### src/rtl/regarb_pkg.sv
// regfile_write_arbiter shared types and sizes.
// Optional init sequencer is enabled by REGARB_INIT_EN.
package regarb_pkg;

  localparam int REG_ADDR_W = 4;
  localparam int REG_COUNT  = 16;
  localparam int WAIT_CNT_W = 4;

  typedef enum logic {
    INIT = 1'b0,
    RUN  = 1'b1
  } state_t;

  typedef logic [REG_ADDR_W-1:0] reg_addr_t;
  typedef logic [WAIT_CNT_W-1:0] wait_cnt_t;

  // r0 is hardwired to zero, so writes to it are suppressed
  function automatic logic wr_en(input reg_addr_t a);
    return a != '0;
  endfunction

endpackage

### src/rtl/regfile_write_arbiter_if.sv
// Core/external write requests and register file write port.
// Shared by regfile_write_arbiter (slave) and its requesters (master).
interface regfile_write_arbiter_if
  import regarb_pkg::*;
#(
  parameter int WIDTH = 8
) ();

  logic             core_we;
  reg_addr_t        core_wa;
  logic [WIDTH-1:0] core_wd;
  logic             core_stall;

  logic             ext_req;
  reg_addr_t        ext_wa;
  logic [WIDTH-1:0] ext_wd;
  logic             ext_ack;

  logic             we3;
  reg_addr_t        wa3;
  logic [WIDTH-1:0] wd3;
  logic             busy;

  modport master (
    output core_we, core_wa, core_wd,
    output ext_req, ext_wa, ext_wd,
    input  core_stall, ext_ack,
    input  we3, wa3, wd3, busy
  );

  modport slave (
    input  core_we, core_wa, core_wd,
    input  ext_req, ext_wa, ext_wd,
    output core_stall, ext_ack,
    output we3, wa3, wd3, busy
  );

endinterface

### src/rtl/regarb_init_seq.sv
// Post-reset clear sequencer: walks r1..r15 once.
// Instantiated only when REGARB_INIT_EN is defined.
module regarb_init_seq
  import regarb_pkg::*;
(
  input  logic      clk,
  input  logic      reset,
  output logic      busy,
  output reg_addr_t idx,
  output logic      done
);

  localparam reg_addr_t LAST = reg_addr_t'(REG_COUNT - 1);

  logic active;

  assign done = active && (idx == LAST);
  assign busy = active;

  always_ff @(posedge clk or negedge reset) begin
    if (!reset) begin
      active <= 1'b1;
      idx    <= reg_addr_t'(1);
    end else if (active) begin
      if (done) begin
        active <= 1'b0;
      end else begin
        idx <= idx + reg_addr_t'(1);
      end
    end
  end

endmodule

### src/rtl/regfile_write_arbiter.sv
// Shares the regfile write port between core writeback and an
// external requester. REGARB_INIT_EN adds a post-reset r1..r15 clear.
module regfile_write_arbiter
  import regarb_pkg::*;
#(
  parameter int WIDTH      = 8,
  parameter int STARVE_MAX = 4
) (
  input logic clk,
  input logic reset,
  regfile_write_arbiter_if.slave bus
);

  localparam wait_cnt_t STARVE_LIM = wait_cnt_t'(STARVE_MAX);
  localparam wait_cnt_t WAIT_SAT   = '1;
  localparam logic [WIDTH-1:0] ZERO_D = '0;

  state_t    state;
  wait_cnt_t wait_cnt;
  wait_cnt_t wait_nx;
  reg_addr_t init_idx;
  logic      init_busy;
  logic      init_on;
  logic      run;
  logic      grant_ext;
  logic      grant_core;

`ifdef REGARB_INIT_EN
  state_t state_nx;
  logic   init_done;

  regarb_init_seq u_init (
    .clk   (clk),
    .reset (reset),
    .busy  (init_busy),
    .idx   (init_idx),
    .done  (init_done)
  );

  always_ff @(posedge clk or negedge reset) begin
    if (!reset) state <= INIT;
    else        state <= state_nx;
  end

  always_comb begin
    state_nx = state;
    unique case (state)
      INIT:    if (init_done) state_nx = RUN;
      RUN:     state_nx = RUN;
      default: state_nx = INIT;
    endcase
  end
`else
  assign state     = RUN;
  assign init_busy = 1'b0;
  assign init_idx  = '0;
`endif

  assign init_on  = reset && (state == INIT);
  assign run      = reset && (state == RUN);
  assign bus.busy = reset && init_busy;

  // Core wins unless ext has been denied STARVE_MAX cycles in a row
  assign grant_ext = run && bus.ext_req &&
                     (!bus.core_we || wait_cnt >= STARVE_LIM);
  assign grant_core = run && bus.core_we && !grant_ext;

  always_comb begin
    wait_nx = '0;
    if (run && bus.ext_req && !grant_ext) begin
      wait_nx = (wait_cnt == WAIT_SAT) ? wait_cnt
                : wait_cnt + wait_cnt_t'(1);
    end
  end

  always_ff @(posedge clk or negedge reset) begin
    if (!reset) wait_cnt <= '0;
    else        wait_cnt <= wait_nx;
  end

  always_comb begin
    bus.we3        = 1'b0;
    bus.wa3        = '0;
    bus.wd3        = ZERO_D;
    bus.ext_ack    = 1'b0;
    bus.core_stall = 1'b0;
    unique case (1'b1)
      init_on: begin
        bus.we3        = 1'b1;
        bus.wa3        = init_idx;
        bus.core_stall = 1'b1;
      end
      grant_ext: begin
        bus.ext_ack    = 1'b1;
        bus.we3        = wr_en(bus.ext_wa);
        bus.wa3        = bus.ext_wa;
        bus.wd3        = bus.ext_wd;
        bus.core_stall = bus.core_we;
      end
      grant_core: begin
        bus.we3 = wr_en(bus.core_wa);
        bus.wa3 = bus.core_wa;
        bus.wd3 = bus.core_wd;
      end
      default: ;
    endcase
  end

endmodule

### src/flat_wrapper.sv
// flat-port wrapper written by rule: the top's interface ports become plain ports
module regfile_write_arbiter_flat import regarb_pkg::*;
#(
  parameter int WIDTH      = 8,
  parameter int STARVE_MAX = 4
)
  (clk, reset, bus_core_we, bus_core_wa, bus_core_wd, bus_ext_req, bus_ext_wa, bus_ext_wd, bus_core_stall, bus_ext_ack, bus_we3, bus_wa3, bus_wd3, bus_busy);
  regfile_write_arbiter_if #(.WIDTH(WIDTH)) bus_i ();
  input logic clk;
  input logic reset;
  input wire logic [$bits(bus_i.core_we)-1:0] bus_core_we;
  input wire logic [$bits(bus_i.core_wa)-1:0] bus_core_wa;
  input wire logic [$bits(bus_i.core_wd)-1:0] bus_core_wd;
  input wire logic [$bits(bus_i.ext_req)-1:0] bus_ext_req;
  input wire logic [$bits(bus_i.ext_wa)-1:0] bus_ext_wa;
  input wire logic [$bits(bus_i.ext_wd)-1:0] bus_ext_wd;
  output wire logic [$bits(bus_i.core_stall)-1:0] bus_core_stall;
  output wire logic [$bits(bus_i.ext_ack)-1:0] bus_ext_ack;
  output wire logic [$bits(bus_i.we3)-1:0] bus_we3;
  output wire logic [$bits(bus_i.wa3)-1:0] bus_wa3;
  output wire logic [$bits(bus_i.wd3)-1:0] bus_wd3;
  output wire logic [$bits(bus_i.busy)-1:0] bus_busy;
  assign bus_i.core_we = bus_core_we;
  assign bus_i.core_wa = bus_core_wa;
  assign bus_i.core_wd = bus_core_wd;
  assign bus_i.ext_req = bus_ext_req;
  assign bus_i.ext_wa = bus_ext_wa;
  assign bus_i.ext_wd = bus_ext_wd;
  assign bus_core_stall = bus_i.core_stall;
  assign bus_ext_ack = bus_i.ext_ack;
  assign bus_we3 = bus_i.we3;
  assign bus_wa3 = bus_i.wa3;
  assign bus_wd3 = bus_i.wd3;
  assign bus_busy = bus_i.busy;
  regfile_write_arbiter #(.WIDTH(WIDTH), .STARVE_MAX(STARVE_MAX)) u_core (.clk(clk), .reset(reset), .bus(bus_i));
endmodule
### config.mk
export PLATFORM = sky130hd
export DESIGN_NAME = regfile_write_arbiter_flat
export DESIGN_NICKNAME = d
export VERILOG_FILES = /design/src/rtl/regarb_pkg.sv /design/src/rtl/regfile_write_arbiter_if.sv /design/src/rtl/regarb_init_seq.sv /design/src/rtl/regfile_write_arbiter.sv /design/src/flat_wrapper.sv
export SDC_FILE = /design/constraint.sdc
export NUM_CORES = 1
export LEC_CHECK = 0
export BUFFER_PORTS_ARGS = -buffer_cell sky130_fd_sc_hd__buf_2
export CAP_MARGIN = 0
export CORE_AREA = 4 4 41 43
export CTS_CLUSTER_SIZE = 10
export DETAILED_ROUTE_END_ITERATION = 10
export DIE_AREA = 0 0 45 47
export PLACE_DENSITY = 0.68
export SLEW_MARGIN = 20
export SYNTH_ARGS = -nofsm -noshare
export SYNTH_HDL_FRONTEND = slang
export SYNTH_SLANG_ARGS = --single-unit
### constraint.sdc
create_clock -name clk -period 2.15 [get_ports clk]
set_input_delay 0.43 -clock clk [delete_from_list [all_inputs] [get_ports clk]]
set_output_delay 0.43 -clock clk [all_outputs]
set_load 0.02 [all_outputs]
==> results.py <==
metrics = {
    "clocking": {
        "holdBufCountCts": 1,
        "cts_tree": "done",
        "clockBufferDepth": 2,
        "cts_resized": 0,
        "cts-root-buf": "clkbuf_4",
        "cts.htree.levels": 1,
        "post_cts_buffers": 0,
        "clk-insertion-delay-late_ns": 0.24,
        "clkTransAtPathRegs_ns": 0.04,
        "numCtsBuffers": 3,
        "cts_sinks": 4,
    },
    "hold_path": {
        "whs_endpoint": "u_core.wait_cnt[0]",
        "min_from": "u_core.wait_cnt[0]",
        "min_path_type": "flop to flop",
        "hold_path_depth": 1,
    },
    "cells_and_area": {
        "top_register": "u_core.wait_cnt",
        "diodes": 0,
        "nFillCells": 148,
        "layout-drive-gt1-share": 0.667,
        "layout_commonest_cell": "buf_2",
        "nets": 109,
        "largest_reg_flops": 4,
        "syn2layout_area_growth_pct": 68.8,
        "reg.largest.list": "u_core.wait_cnt (4)",
        "layout_common_cells": "42 x buf_2, 8 x a22o_1, 5 x a22o_2",
        "utilization": 0.448,
        "final_cells": 93,
    },
    "sta": {
        "fin_crit_sh": 0.956,
        "whs_ns": 0.435,
        "setup_viol": 0,
        "finalCriticalPeriod_ns": 2.06,
        "final.setup_skew_ns": 0.00742,
        "setup_tns_ns": 0,
        "final_max_slew_viol_count": 0,
        "fmax_ghz": 0.486,
        "final_hold_viol_count": 0,
        "rsz0062_at_grt": "no",
    },
    "logic_synthesis": {
        "synth.ff_latch_count": 4,
        "avgSynthCellArea_um2": 10.2,
        "synth_seq_area_share": 0.290,
        "ys_types": 17,
        "synth_area_um2": 345,
        "synthCells": 34,
        "yosys_warnings": 0,
    },
    "power": {
        "ir_worst_vdd_mv": 0.285,
        "total_power_uw": 276,
        "leakagePower_nw": 0.354,
        "powerDensity_nw_per_um2": 474,
    },
    "grt": {
        "antenna_found_initial": 0,
        "gr-usage-met1": 0.106,
        "grt_busiest_layer": "met2",
        "grt_use_met3": 0.0307,
        "grtUsageMet2": 0.212,
        "grt_pass1_vias": 438,
        "grt_pass1_wl_mm": 1.73,
        "overflow": 0,
        "grt_usage": 0.112,
        "grt_max_degree": 16,
    },
    "worst_setup_path": {
        "crit_arrival_ns": 1.63,
        "rr_endpoint": "u_core.wait_cnt[1]",
        "crit_type": "flop to output pin",
        "r2r_slack_ns": 1.03,
        "crit_required_ns": 1.72,
        "startpoint_type": "flop",
        "r2r_start": "u_core.wait_cnt[3]",
        "reg2regPathDepth": 3,
        "crit_path_max_fanout": 15,
        "endpoint_kind": "output pin",
    },
    "detailed_routing": {
        "drt-pass1-iter-count": 2,
        "antenna_left": 0,
        "viasPerCell": 4.92,
        "dr.first_iter.drc_count": 6,
        "wl_mm": 1.15,
        "post_drt_wl_per_cell_um": 12.3,
        "via_count": 458,
        "route.detailed.drc": 0,
    },
    "placed_design": {
        "gp_congestion": 0.632,
        "io_buffers": 42,
        "dp.final_hpwl_um": 954,
        "dpl.cell_count": 89,
    },
    "floorplanning": {
        "io_pins": 44,
        "dieWidth_um": 45,
        "dieArea_um2": 2120,
        "start_util": 0.265,
        "die_y_um": 47,
        "coreArea_um2": 1300,
        "rows": 13,
    },
    "status": {
        "status": "finished, final reports clean",
    },
    "flow_run": {
        "max_cap_violations": 0,
    },
}
stage by stage:
| stage | setup WS, ns | area (µm²) |
|---|---|---|
| 2_1_floorplan | 0.332 | 349 |
| 3_3_place_gp | 0.228 | 551 |
| 3_5_place_dp | 0.204 | 551 |
| 4_1_cts | 0.0820 | 583 |
| 5_1_grt | 0.0377 | 583 |
| 6_report | 0.0938 | 583 |
area by class of cell:
type	count	area, µm²	share of cell area
Tap cell	15	18.8	0.0322
Clock buffer	3	22.5	0.0386
Multi-Input combinational cell	28	221	0.380
Timing Repair Buffer	43	220	0.378
Sequential cell	4	100	0.172
worst max-delay path, stage by stage (launching register included):
cell and delay [ns]:
dfrtp_1 0.37, or3b_1 0.41, nor2b_4 0.19, a22o_2 0.26, buf_2 0.15
routing by layer:
layer  vias to the layer above  wire length, µm
met2                        27              575
met1                       209              386
met3                         2              168
met4                         0               14
met5                         -                0
li1                        220                -
cell families (layout without fill, tap and decap cells):
| kind of cell | after synthesis | count (layout) | synth area share |
|---|---|---|---|
| AOI/OAI and AO/OA | 14 | 14 | 0.362 |
| adders and majority gates | 1 | 1 | 0.0362 |
| other | 1 | 2 | 0.0109 |
| buffers and inverters | 3 | 46 | 0.0797 |
| DFF | 4 | 4 | 0.290 |
| and+or+nand+nor | 11 | 11 | 0.221 |
how the worst max path moves through the flow:
stage / start / to / slack, ns
floorplan: bus_core_we / bus_wa3[0] / 0.33
global placement: bus_core_we / bus_wd3[4] / 0.23
detailed placement: bus_core_we / bus_wd3[4] / 0.20
CTS: u_core.wait_cnt[3] / bus_wd3[1] / 0.08
global route: u_core.wait_cnt[3] / bus_wd3[0] / 0.04
finish: u_core.wait_cnt[3] / bus_wd3[4] / 0.09
cell usage after synthesis:
library cell / number / area [µm²]
a22o_1: 8 / 70.1
a22o_2: 5 / 50.1
and2_1: 3 / 18.8
and3_2: 1 / 7.51
buf_2: 1 / 5.00
buf_4: 1 / 7.51
buf_8: 1 / 15.0
conb_1: 1 / 3.75
dfrtp_1: 4 / 100
ha_1: 1 / 12.5
nand2_1: 1 / 3.75
nor2_1: 1 / 3.75
nor2b_4: 1 / 13.8
nor3_1: 1 / 5.00
o21ai_0: 1 / 5.00
or3b_1: 1 / 8.76
or4_1: 2 / 15.0
report_power, final:
group,internal [mW],total [mW],leakage (nW),switching (mW)
logic,0.0477,0.102,0.287,0.0548
registers,0.0772,0.0779,0.0533,0.000686
clock network,0.0626,0.0958,0.0138,0.0332
No activity file was read; power rests on OpenSTA's default activity.
